**src/rtl/ps2_rx_frame.sv**
```systemverilog
// rtl/ps2_rx_frame.sv - PS/2 receiver: sync, clock deglitch, 11-bit frame deserialiser
// Optional macro PS2_PARITY_CHECK_EN: when defined, frames with even parity are dropped.
module ps2_rx_frame #(
  parameter int FILTER_LEN     = 8,
  parameter int TIMEOUT_CYCLES = 10000
) (
  input  logic       clk,
  input  logic       rst_n,
  input  logic       ps2c,
  input  logic       ps2d,
  input  logic       rx_en,
  output logic       rx_done_tick,
  output logic [7:0] dout,
  output logic       frame_err
);

  localparam int TW = $clog2(TIMEOUT_CYCLES);
  localparam logic [TW-1:0] TIMER_LAST = TW'(TIMEOUT_CYCLES - 1);

  typedef enum logic [1:0] {
    S_IDLE  = 2'd0,
    S_RECV  = 2'd1,
    S_CHECK = 2'd2
  } state_t;

  logic                  c_s1_q, c_s1_d, c_s2_q, c_s2_d;
  logic                  d_s1_q, d_s1_d, d_s2_q, d_s2_d;
  logic [FILTER_LEN-1:0] flt_sr_q, flt_sr_d;
  logic                  filt_q, filt_d, filt_prev_q, filt_prev_d;
  state_t                state_q, state_d;
  logic [3:0]            bit_cnt_q, bit_cnt_d;
  logic [TW-1:0]         timer_q, timer_d;
  logic [9:0]            shreg_q, shreg_d;
  logic [7:0]            dout_q, dout_d;
  logic                  done_q, done_d;
  logic                  err_q, err_d;

  logic fall_tick;
  logic stop_ok;
  logic par_ok;

  assign fall_tick = filt_prev_q & ~filt_q;
  assign stop_ok   = shreg_q[9];

`ifdef PS2_PARITY_CHECK_EN
  // Odd parity over data and parity bit.
  assign par_ok = ^shreg_q[8:0];
`else
  // Parity bit is captured but does not affect acceptance.
  assign par_ok = shreg_q[8] | 1'b1;
`endif

  // Two-flop synchronisers and the ps2c level filter with falling-edge history.
  always_comb begin
    c_s1_d      = ps2c;
    c_s2_d      = c_s1_q;
    d_s1_d      = ps2d;
    d_s2_d      = d_s1_q;
    flt_sr_d    = {flt_sr_q[FILTER_LEN-2:0], c_s2_q};
    filt_d      = filt_q;
    if (&flt_sr_q) begin
      filt_d = 1'b1;
    end else if (~|flt_sr_q) begin
      filt_d = 1'b0;
    end
    filt_prev_d = filt_q;
  end

  // Frame FSM: start detection, bit shifting, inter-edge timeout and final check.
  always_comb begin
    state_d   = state_q;
    bit_cnt_d = bit_cnt_q;
    timer_d   = timer_q;
    shreg_d   = shreg_q;
    dout_d    = dout_q;
    done_d    = 1'b0;
    err_d     = 1'b0;
    case (state_q)
      S_IDLE: begin
        if (fall_tick && rx_en && !d_s2_q) begin
          state_d   = S_RECV;
          bit_cnt_d = 4'd9;
          timer_d   = '0;
        end
      end
      S_RECV: begin
        if (fall_tick) begin
          shreg_d = {d_s2_q, shreg_q[9:1]};
          timer_d = '0;
          if (bit_cnt_q == 4'd0) begin
            state_d = S_CHECK;
          end else begin
            bit_cnt_d = bit_cnt_q - 4'd1;
          end
        end else if (timer_q == TIMER_LAST) begin
          // The device stopped clocking mid-frame; abandon it.
          state_d = S_IDLE;
          err_d   = 1'b1;
        end else if (timer_q != {TW{1'b1}}) begin
          timer_d = timer_q + 1'b1;
        end
      end
      S_CHECK: begin
        if (stop_ok && par_ok) begin
          dout_d = shreg_q[7:0];
          done_d = 1'b1;
        end else begin
          err_d = 1'b1;
        end
        state_d = S_IDLE;
      end
      default: begin
        state_d = S_IDLE;
      end
    endcase
  end

  // All state, including registered outputs, with synchronous active-low reset.
  always_ff @(posedge clk) begin
    if (!rst_n) begin
      c_s1_q      <= 1'b1;
      c_s2_q      <= 1'b1;
      d_s1_q      <= 1'b1;
      d_s2_q      <= 1'b1;
      flt_sr_q    <= '1;
      filt_q      <= 1'b1;
      filt_prev_q <= 1'b1;
      state_q     <= S_IDLE;
      bit_cnt_q   <= 4'd0;
      timer_q     <= '0;
      shreg_q     <= '0;
      dout_q      <= 8'h00;
      done_q      <= 1'b0;
      err_q       <= 1'b0;
    end else begin
      c_s1_q      <= c_s1_d;
      c_s2_q      <= c_s2_d;
      d_s1_q      <= d_s1_d;
      d_s2_q      <= d_s2_d;
      flt_sr_q    <= flt_sr_d;
      filt_q      <= filt_d;
      filt_prev_q <= filt_prev_d;
      state_q     <= state_d;
      bit_cnt_q   <= bit_cnt_d;
      timer_q     <= timer_d;
      shreg_q     <= shreg_d;
      dout_q      <= dout_d;
      done_q      <= done_d;
      err_q       <= err_d;
    end
  end

  assign rx_done_tick = done_q;
  assign dout         = dout_q;
  assign frame_err    = err_q;

endmodule

```
**config.mk**
```make
export PLATFORM = sky130hd
export DESIGN_NAME = ps2_rx_frame
export DESIGN_NICKNAME = d
export VERILOG_FILES = /design/src/rtl/ps2_rx_frame.sv
export SDC_FILE = /design/constraint.sdc
export NUM_CORES = 1
export LEC_CHECK = 0
export CORE_MARGIN = 2
export CORE_UTILIZATION = 60
export DETAILED_ROUTE_END_ITERATION = 8
export GPL_ROUTABILITY_DRIVEN = 0
export HOLD_SLACK_MARGIN = 0.06
export PLACE_DENSITY = 0.88
export RECOVER_POWER = 100
export SYNTH_ARGS = -nofsm -noshare
export SYNTH_HDL_FRONTEND = slang
export SYNTH_SLANG_ARGS = --single-unit
```
**constraint.sdc**
```tcl
create_clock -name clk -period 3.2 [get_ports clk]
set_input_delay 0.48 -clock clk [delete_from_list [all_inputs] [get_ports clk]]
set_output_delay 0.48 -clock clk [all_outputs]
set_load 0.02 [all_outputs]
```
==> impl_metrics.env, run 1 <==
export IMPL_yosys_cell_types_count=47
export IMPL_worst_ir_drop_vdd_mv=0.3401
export IMPL_clock_latency_ps=310
export IMPL_grt_max_degree=38
export IMPL_first_pass_grt_wire_length_um=7907
export IMPL_drt_total_wl_um=4687
export IMPL_maxCapViolations=0
export IMPL_fin_worst_skew_ps=3.421
export IMPL_clock_pin_slew_worst_setup_and_hold_paths_ps=90
export IMPL_timing_hold_worst_class="reg2reg"
export IMPL_num_io_pins=15
export IMPL_global_route_total_usage_across_every_layer=0.2253
export IMPL_peak_freq_ghz=0.4186
export IMPL_synth_warning_count=0
export IMPL_clock_tree_from_tritoncts="yes"
export IMPL_worstPathMaxFanout=37
export IMPL_synth_enable_flop_cells=0
export IMPL_worstPathCellList="clkbuf_1 > clkbuf_1 > o21ai_0 > nor2_1"
export IMPL_ys_seq_area_frac=0.4451
export IMPL_count_of_antenna_violating_nets_left_after_detailed_routing=0
export IMPL_postSynthCellCount=275
export IMPL_clock_sink_count=54
export IMPL_post_route_cells_drive_above_1_share=0.04240
export IMPL_slowest_delay_ps=930
export IMPL_rsz0062_at_grt="no"
export IMPL_whs_ps=417.7
export IMPL_syn_area_per_cell_sq_um=8.831
export IMPL_largest_cells_by_area_after_synthesis="sky130_fd_sc_hd__dfxtp_1 45%, sky130_fd_sc_hd__nand2_1 6.3%, sky130_fd_sc_hd__a21boi_0 5.9%"
export IMPL_core_area_sq_um=3943
export IMPL_floorplan_die_height_um=67.62
export IMPL_worst_ep_arrival_time_ps=2640
export IMPL_worst_slew_margin_rel=0.1303
export IMPL_synthDominantAreaCellType="sky130_fd_sc_hd__dfxtp_1"
export IMPL_post_cts_hold_buffer_count=0
export IMPL_mappedNetlistArea_sq_um=2429
export IMPL_synth_top_area_frac=0.4451
export IMPL_io_buffers=14
export IMPL_initial_detailed_routing_violation_count=165
export IMPL_critical_path_slowest_cell="sky130_fd_sc_hd__clkbuf_1"
export IMPL_start_kind="input pin"
export IMPL_worstMarginPinSlew_ps=1305
export IMPL_post_route_period_util=0.7466
export IMPL_start_util=0.6160
export IMPL_h_tree_depth=2
export IMPL_area_of_the_multi_input_gates_sq_um=1191
export IMPL_avgRoutedWirePerCell_um=14.08
export IMPL_end_kind="flip-flop"
export IMPL_viasPerCell=6.078
export IMPL_die_x_um=67.62
export IMPL_filler_cell_count=338
export IMPL_root_buffer="sky130_fd_sc_hd__clkbuf_8"
export IMPL_postSynthRegisterBits=54
export IMPL_setup_viol_count_final=0
export IMPL_timing_max_transition_violations_final=0
export IMPL_reg_area_sq_um=1081
export IMPL_grt_antenna_before_repair=0
export IMPL_place_detailed_hpwl_um=3216
export IMPL_std_cell_rows=23
export IMPL_clock_tree_buffer_depth=2
export IMPL_timing_hold_violations_final=0
export IMPL_timing_setup_tns_ps=0
export IMPL_drc=0
export IMPL_first_global_vias=1864
export IMPL_num_nets_final=293
export IMPL_synth_nets=285
export IMPL_synth_main_ff_cell="sky130_fd_sc_hd__dfxtp_1"
export IMPL_timing_critical_path_required_ps=3450
export IMPL_cts_inserted_buffers=5
export IMPL_drt_pre_antenna_iters=4
export IMPL_layout_area_overhead_vs_synth_pct=6.594
export IMPL_dr_total_vias=2024
export IMPL_layout_min_cycle_time_ps=2389
export IMPL_post_cts_setup_repair_bufs=0
export IMPL_grt_overflow=0
export IMPL_ys_async_sr_fraction=0
export IMPL_postCtsResizedCells=0
export IMPL_result_of_the_run="completed"
export IMPL_die_area_sq_um=4572
export IMPL_static_power_due_to_leakage_nw=0.9164
export IMPL_cp_common_cell="sky130_fd_sc_hd__clkbuf_1"
export IMPL_critical_path_class="in2reg"
export IMPL_antenna_diode_count=0
export IMPL_power_per_cell_area_nw_per_um2=509.3
[layout by cell type, fill, tap and decap left out, drive strengths merged, types with 9 or more instances in the layout]
master,synthesis,layout
a21oi,11,11
nand2b,16,16
nand3,17,17
inv,9,10
nand2,41,41
nor2,13,13
dfxtp,54,54
a21boi,19,19
nand4,9,9
o21ai,12,12
dlygate4sd3,0,10
[cells by family (layout without fill, tap and decap cells)]
logic type,count (synthesis),in the layout,share of synthesized area
flops,54,54,0.4451
buf+inv,23,31,0.05616
simple gates,122,122,0.2710
fa+ha+maj,5,5,0.02576
mux,3,3,0.01237
compound gates,68,68,0.1896
[power by group]
part / switching [mW] / leakage, nW / internal [mW] / total, mW
Clock: 0.222 / 0.0444 / 0.152 / 0.374
Combinational: 0.152 / 0.435 / 0.0868 / 0.239
Sequential: 0.0137 / 0.437 / 0.692 / 0.706
[flip-flops by register name, indices dropped and copies added, names as in the netlist]
signal        flops
timer_q          14
shreg_q          10
dout              8
flt_sr_q          8
bit_cnt_q         4
state_q           2
c_s1_q            1
c_s2_q            1
d_s1_q            1
d_s2_q            1
filt_prev_d       1
filt_prev_q       1
frame_err         1
rx_done_tick      1
[layer usage]
layer / GRT usage / vias up / wire length, um
met2: 0.3873 / 59 / 2185
li1: - / 1003 / -
met4: 0.1020 / 0 / 106
met3: 0.04667 / 13 / 247
met5: 0 / - / 0
met1: 0.2685 / 949 / 2147
[synth_stat cells (4+ instances only)]
| cell | n |
|---|---|
| sky130_fd_sc_hd__nand2_1 | 41 |
| sky130_fd_sc_hd__dfxtp_1 | 54 |
| sky130_fd_sc_hd__o21ai_0 | 11 |
| sky130_fd_sc_hd__a21oi_1 | 11 |
| sky130_fd_sc_hd__o211ai_1 | 6 |
| sky130_fd_sc_hd__nand3_1 | 17 |
| sky130_fd_sc_hd__ha_1 | 5 |
| sky130_fd_sc_hd__clkbuf_1 | 7 |
| sky130_fd_sc_hd__nand2b_1 | 16 |
| sky130_fd_sc_hd__nor2_1 | 13 |
| sky130_fd_sc_hd__nand4_1 | 9 |
| sky130_fd_sc_hd__inv_1 | 9 |
| sky130_fd_sc_hd__a21boi_0 | 19 |
| sky130_fd_sc_hd__a31oi_1 | 4 |
[final timing paths]
check | start | end | slack (ps) | depth (start not counted)
setup / recovery | rst_n | timer_q[2] | 810 | 4
setup reg to reg | timer_q[5] | state_q[0] | 900 | 5
hold reg to reg | c_s1_q | c_s2_q | 420 | 1
hold / removal | c_s1_q | c_s2_q | 420 | 1
[final cells by class]
class,count,area share
clock inverters,2,0.005317
clock buffers,5,0.02658
inverters,9,0.01305
flip-flops and latches,54,0.4176
repair buffers,15,0.05317
multi-input cells,198,0.4601
well taps,50,0.02417
[per-stage QoR]
step	cells	utilization	area [sq um]	setup slack [ps]	total power, mW
floorplan	275	-	2429	1356	0.9106
global route	333	0.6566	2589	503.7	1.382
global placement	326	0.6420	2531	1030	0.9472
detailed placement	326	0.6420	2531	961.1	0.9591
CTS	333	0.6630	2614	964.9	1.322
finish	333	0.6566	2589	811.0	1.318
[worst max-delay path: cells and delay by family]
kind,cells,cell delay (ps)
buf+inv,2,1730
compound gates,1,260
simple gates,1,160
Note: power is estimated with default switching activity, not from simulation.
==> inputs of run 2 (changes only) <==
--- a/config.mk
+++ b/config.mk
@@ -6,11 +6,11 @@
 export NUM_CORES = 1
 export LEC_CHECK = 0
 export CORE_MARGIN = 2
-export CORE_UTILIZATION = 60
+export CORE_UTILIZATION = 58
 export DETAILED_ROUTE_END_ITERATION = 8
 export GPL_ROUTABILITY_DRIVEN = 0
 export HOLD_SLACK_MARGIN = 0.06
-export PLACE_DENSITY = 0.88
+export PLACE_DENSITY = 0.86
 export RECOVER_POWER = 100
 export SYNTH_ARGS = -nofsm -noshare
 export SYNTH_HDL_FRONTEND = slang
==> constraint.sdc (replaced) <==
create_clock -name clk -period 2.3 [get_ports clk]
set_input_delay 0.345 -clock clk [delete_from_list [all_inputs] [get_ports clk]]
set_output_delay 0.345 -clock clk [all_outputs]
set_load 0.02 [all_outputs]
==> run 2 against run 1 <==
Against the previous run: combinational power grew 43%; largest power group unchanged; routed wire length shrank 1.2%; total power grew 43%; sequential cell count is the same; sequential share of layout area shrank 1.0 points; core utilization grew 0.21 points; critical endpoint is now state_q[0]; critical path depth grew 3; clock power grew 49%; worst setup slack lost 570 ps.
==> impl_metrics.env, run 2 (same netlist as run 1, synthesis figures left out) <==
export IMPL_result_of_the_run="completed"
export IMPL_timing_critical_path_required_ps=2540
export IMPL_numPlacedInstances=332
export IMPL_postCtsResizedCells=0
export IMPL_post_cts_hold_buffer_count=0
export IMPL_worstMarginPinSlew_ps=965.0
export IMPL_power_per_cell_area_nw_per_um2=709.2
export IMPL_start_kind="flip-flop"
export IMPL_worst_ep_arrival_time_ps=2300
export IMPL_grt_overflow=0
export IMPL_clock_latency_ps=310
export IMPL_fin_worst_skew_ps=8.946
export IMPL_post_route_cells_drive_above_1_share=0.06897
export IMPL_worst_slew_margin_rel=0.3567
export IMPL_dpl_cell_area_sq_um=2576
export IMPL_first_pass_grt_wire_length_um=8107
export IMPL_peak_freq_ghz=0.4861
export IMPL_timing_setup_tns_ps=0
export IMPL_post_cts_setup_repair_bufs=0
export IMPL_end_kind="flip-flop"
export IMPL_clock_tree_from_tritoncts="yes"
export IMPL_largest_reg_flops=14
export IMPL_clock_pin_slew_worst_setup_and_hold_paths_ps=90
export IMPL_grt_antenna_before_repair=0
export IMPL_avgRoutedWirePerCell_um=13.62
export IMPL_setup_viol_count_final=0
export IMPL_stdcell_area_sq_um=2654
export IMPL_min_path_cells=1
export IMPL_antenna_diode_count=0
export IMPL_floorplan_die_height_um=68.71
export IMPL_fin_cells=340
export IMPL_largestRegisters="timer_q x14, shreg_q x10"
export IMPL_largest_register="timer_q"
export IMPL_grt_max_degree=26
export IMPL_hp_start="c_s2_q"
export IMPL_die_x_um=68.71
export IMPL_std_cell_rows=23
export IMPL_layout_area_overhead_vs_synth_pct=9.274
export IMPL_drt_total_wl_um=4632
export IMPL_cts_inserted_buffers=5
export IMPL_h_tree_depth=2
export IMPL_layout_commonest_cell="sky130_fd_sc_hd__dfxtp_1"
export IMPL_maxCapViolations=0
export IMPL_regToRegEndpoint="state_q[0]"
export IMPL_filler_cell_count=356
export IMPL_post_route_period_util=0.8945
export IMPL_io_buffers=14
export IMPL_dr_total_vias=2009
export IMPL_timing_rr_start="timer_q[0]"
export IMPL_num_io_pins=15
export IMPL_layout_min_cycle_time_ps=2057
export IMPL_start_util=0.6028
export IMPL_timing_hold_violations_final=0
export IMPL_place_detailed_hpwl_um=3231
export IMPL_rsz0062_at_grt="no"
export IMPL_worstPathMaxFanout=6
export IMPL_global_route_total_usage_across_every_layer=0.2280
export IMPL_critical_path_class="reg2reg"
export IMPL_drt_pre_antenna_iters=5
export IMPL_drc=0
export IMPL_r2r_cells=7
export IMPL_layout_common_cells="54 x sky130_fd_sc_hd__dfxtp_1, 41 x sky130_fd_sc_hd__nand2_1, 19 x sky130_fd_sc_hd__a21boi_0"
export IMPL_die_area_sq_um=4721
export IMPL_first_global_vias=1859
export IMPL_clock_sink_count=54
export IMPL_count_of_antenna_violating_nets_left_after_detailed_routing=0
export IMPL_static_power_due_to_leakage_nw=0.9442
export IMPL_r2r_setup_slack_ps=240
export IMPL_worst_ir_drop_vdd_mv=0.5145
export IMPL_timing_max_transition_violations_final=0
export IMPL_hold_end="flt_sr_q[0]"
export IMPL_timing_hold_worst_class="reg2reg"
export IMPL_initial_detailed_routing_violation_count=149
export IMPL_viasPerCell=5.909
export IMPL_core_area_sq_um=4029
export IMPL_p_total_mw=1.882
export IMPL_root_buffer="sky130_fd_sc_hd__clkbuf_8"
export IMPL_clock_tree_buffer_depth=2
export IMPL_num_nets_final=299
run 2: worst max-delay path by stage:
stage / start / endpoint / slack [ps] / depth (start not counted)
floorplan: timer_q[0] / timer_q[1] / 460 / 7
global placement: rx_en / bit_cnt_q[2] / 270 / 6
detailed placement: rx_en / bit_cnt_q[2] / 250 / 6
CTS: timer_q[0] / timer_q[7] / 290 / 6
global route: timer_q[0] / timer_q[1] / 40 / 6
finish: timer_q[0] / state_q[0] / 240 / 7
run 2: per-stage QoR:
stage / utilization / setup slack, ps / hold WS (ps)
3_5_place_dp: 0.6394 / 247.9 / 403.4
5_1_grt: 0.6587 / 40.28 / 442.0
3_3_place_gp: 0.6394 / 271.7 / 389.7
4_1_cts: 0.6640 / 291.4 / 374.8
6_report: 0.6587 / 242.6 / 419.4
2_1_floorplan: - / 456.0 / 386.3
run 2: layer usage:
metal	GRT usage	routed length (um)	vias to the layer above
met5	0	0	-
met4	0.07353	65	0
met3	0.05844	180	5
met2	0.3822	2225	38
met1	0.2861	2159	948
li1	-	-	1018
run 2: cell type report:
| type | count | area (sq um) | area share |
|---|---|---|---|
| Multi-Input combinational cell | 198 | 1202 | 0.4531 |
| Sequential cell | 54 | 1081 | 0.4074 |
| Timing Repair Buffer | 21 | 175.2 | 0.06601 |
| Clock buffer | 6 | 82.58 | 0.03112 |
| Tap cell | 50 | 62.56 | 0.02357 |
| Inverter | 9 | 33.78 | 0.01273 |
| Clock inverter | 2 | 16.27 | 0.006129 |
run 2: critical path, stage by stage (launching register included):
cell	delay, ps
sky130_fd_sc_hd__dfxtp_1	430
sky130_fd_sc_hd__ha_1	260
sky130_fd_sc_hd__nand4_1	150
sky130_fd_sc_hd__clkbuf_1	160
sky130_fd_sc_hd__nor4_2	410
sky130_fd_sc_hd__o22ai_1	210
sky130_fd_sc_hd__a21oi_1	180
sky130_fd_sc_hd__mux2i_1	190
run 2: where the power goes:
group / switching (mW) / internal (mW)
Sequential: 0.0197 / 0.963
Combinational: 0.210 / 0.133
Clock: 0.309 / 0.248
Total: 0.539 / 1.34
==> inputs of run 3 (changes only) <==
--- a/config.mk
+++ b/config.mk
@@ -6,11 +6,12 @@
 export NUM_CORES = 1
 export LEC_CHECK = 0
 export CORE_MARGIN = 2
-export CORE_UTILIZATION = 58
+export CORE_UTILIZATION = 52
+export CTS_CLUSTER_SIZE = 25
 export DETAILED_ROUTE_END_ITERATION = 8
 export GPL_ROUTABILITY_DRIVEN = 0
 export HOLD_SLACK_MARGIN = 0.06
-export PLACE_DENSITY = 0.86
+export PLACE_DENSITY = 0.82
 export RECOVER_POWER = 100
 export SYNTH_ARGS = -nofsm -noshare
 export SYNTH_HDL_FRONTEND = slang
==> constraint.sdc (replaced) <==
create_clock -name clk -period 1.7 [get_ports clk]
set_input_delay 0.255 -clock clk [delete_from_list [all_inputs] [get_ports clk]]
set_output_delay 0.255 -clock clk [all_outputs]
set_load 0.02 [all_outputs]
==> run 3 against run 2 <==
Against the previous run: clock-buffer cell count down 1; global-route usage decreased by 1.7 points; largest cell class unchanged; the run now ends with negative setup slack left; critical path depth is 1 lower; via count rose by 12%; die area rose by 11%; combinational power increased by 120%.
==> impl_metrics.env, run 3 (same netlist as run 1, synthesis figures left out) <==
export IMPL_violations="negative setup slack"
export IMPL_largest_register="timer_q"
export IMPL_worst_slew_margin_rel=0.7027
export IMPL_h_tree_depth=2
export IMPL_fin_worst_skew_ps=4.542
export IMPL_final_setup_worst_slack_ps=-118.8
export IMPL_clock_pin_slew_worst_setup_and_hold_paths_ps=90
export IMPL_place_detailed_hpwl_um=3517
export IMPL_r2r_setup_slack_ps=-120
export IMPL_avgRoutedWirePerCell_um=15.74
export IMPL_static_power_due_to_leakage_nw=1.142
export IMPL_count_of_antenna_violating_nets_left_after_detailed_routing=0
export IMPL_num_nets_final=327
export IMPL_end_kind="flip-flop"
export IMPL_result_of_the_run="complete, but fails checks"
export IMPL_critical_path_slowest_cell="sky130_fd_sc_hd__dfxtp_1"
export IMPL_initial_detailed_routing_violation_count=261
export IMPL_viasPerCell=6.079
export IMPL_setup_viol_count_final=15
export IMPL_start_util=0.5502
export IMPL_die_area_sq_um=5233
export IMPL_reg_area_sq_um=1086
export IMPL_whs_ps=361.9
export IMPL_timing_critical_path_to="timer_q[4]"
export IMPL_layout_min_cycle_time_ps=1819
export IMPL_die_x_um=72.34
export IMPL_worstMarginPinSlew_ps=440.3
export IMPL_drc=0
export IMPL_p_total_mw=2.777
export IMPL_first_pass_grt_wire_length_um=8769
export IMPL_largest_reg_flops=14
export IMPL_final_core_util=0.6950
export IMPL_antenna_diode_count=0
export IMPL_critical_path_class="reg2reg"
export IMPL_timing_max_transition_violations_final=0
export IMPL_regToRegEndpoint="timer_q[4]"
export IMPL_timing_hold_worst_class="in2reg"
export IMPL_grt_antenna_before_repair=0
export IMPL_drt_pre_antenna_iters=5
export IMPL_area_of_the_multi_input_gates_sq_um=1396
export IMPL_worst_setup_path_startpoint="timer_q[9]"
export IMPL_dr_total_vias=2243
export IMPL_timing_rr_start="timer_q[9]"
export IMPL_drt_total_wl_um=5808
export IMPL_num_io_pins=15
export IMPL_clock_sink_count=54
export IMPL_floorplan_die_height_um=72.34
export IMPL_worst_ir_drop_vdd_mv=0.5990
export IMPL_first_global_vias=1992
export IMPL_global_route_total_usage_across_every_layer=0.2115
export IMPL_clock_latency_ps=310
export IMPL_peak_freq_ghz=0.5498
export IMPL_numPlacedInstances=358
export IMPL_filler_cell_count=344
export IMPL_layout_common_cells="50 x sky130_fd_sc_hd__dfxtp_1, 41 x sky130_fd_sc_hd__nand2_1, 30 x sky130_fd_sc_hd__buf_4"
export IMPL_post_route_period_util=1.070
export IMPL_clock_tree_buffer_depth=2
export IMPL_cts_inserted_buffers=5
export IMPL_worstPathMaxFanout=5
export IMPL_core_area_sq_um=4414
export IMPL_io_buffers=14
export IMPL_timing_hold_violations_final=0
export IMPL_rsz0062_at_grt="yes"
export IMPL_power_per_cell_area_nw_per_um2=905.3
export IMPL_start_kind="flip-flop"
export IMPL_post_route_cells_drive_above_1_share=0.2461
export IMPL_largestRegisters="timer_q x14, shreg_q x10"
export IMPL_maxCapViolations=0
export IMPL_r2r_cells=6
export IMPL_grt_max_degree=61
export IMPL_layout_commonest_cell="sky130_fd_sc_hd__dfxtp_1"
export IMPL_std_cell_rows=24
export IMPL_slowest_delay_ps=440
export IMPL_clock_tree_from_tritoncts="yes"
export IMPL_grt_overflow=0
export IMPL_worstPathCellList="nand4_1 > buf_4 > nor3_1 > o21ai_0 > nor4b_2 > a31o_2"
export IMPL_timing_critical_path_required_ps=1900
export IMPL_root_buffer="sky130_fd_sc_hd__clkbuf_8"
export IMPL_layout_area_overhead_vs_synth_pct=26.33
export IMPL_fin_cells=369
export IMPL_worst_ep_arrival_time_ps=2020
==> run 3: cell types whose count changed in the layout (fill, tap and decap cells not counted), sizes merged <==
| cell | previous run | this run |
|---|---|---|
| clkinvlp | 1 | 0 |
| a21o | 1 | 2 |
| clkbuf | 10 | 7 |
| dlygate4sd3 | 10 | 12 |
| clkdlybuf4s50 | 3 | 1 |
| buf | 4 | 33 |
| clkinv | 0 | 1 |
==> run 3: how the worst min path moves through the flow <==
| stage | from | endpoint | slack, ps | depth (start not counted) |
|---|---|---|---|---|
| 3_5_place_dp | d_s1_q | d_s2_q | 400 | 1 |
| 5_1_grt | rst_n | flt_sr_q[6] | 380 | 3 |
| 3_3_place_gp | c_s1_q | c_s2_q | 390 | 1 |
| 6_report | rst_n | flt_sr_q[2] | 360 | 3 |
| 2_1_floorplan | rst_n | flt_sr_q[7] | 350 | 1 |
| 4_1_cts | rst_n | flt_sr_q[4] | 370 | 3 |
==> run 3: area by class of cell <==
type,instances,share of cell area
inverter,9,0.01101
sequential,54,0.3540
multi-input combinational,199,0.4551
tap,52,0.02121
timing repair buffer,48,0.1317
clock inverter,2,0.004486
clock buffer,5,0.02243
==> run 3: stage by stage <==
step                      cell area [sq um]  setup TNS, ps  worst slack (ps)
after floorplan                        2440         -175.4            -62.43
after global placement                 2783          -1842            -232.7
after detailed placement               2783          -2769            -286.3
after CTS                              2965         -328.0            -82.56
after global routing                   3068          -1740            -170.4
final                                  3068         -981.7            -118.8
==> run 3: timing repair <==
action / 4_1_cts / 5_1_grt
buffers inserted: 1 / 3
hold buffers: 0 / 0
gates resized for setup: 20 / 21
pin swaps: 13 / 9
setup endpoints to repair: 18 / 20
cloned: 1 / 0
==> run 3: per-layer routing <==
metal	global-route usage	up-vias	wire length, um
li1	-	1079	-
met1	0.2659	1037	2498
met2	0.3507	103	2734
met3	0.03333	24	376
met4	0.1069	0	199
met5	0	-	0
==> run 3: critical path: cells and delay by family (launching register included) <==
kind | cells | cell delay (ps)
DFF | 1 | 440
and+or+nand+nor | 3 | 680
AOI/OAI and AO/OA | 2 | 390
buffers and inverters | 1 | 200
==> run 3: power by group <==
part | total, mW | internal [mW] | switching (mW)
Clock | 0.697 | 0.285 | 0.412
Sequential | 1.33 | 1.30 | 0.0279
Combinational | 0.748 | 0.326 | 0.422
Total | 2.78 | 1.92 | 0.862
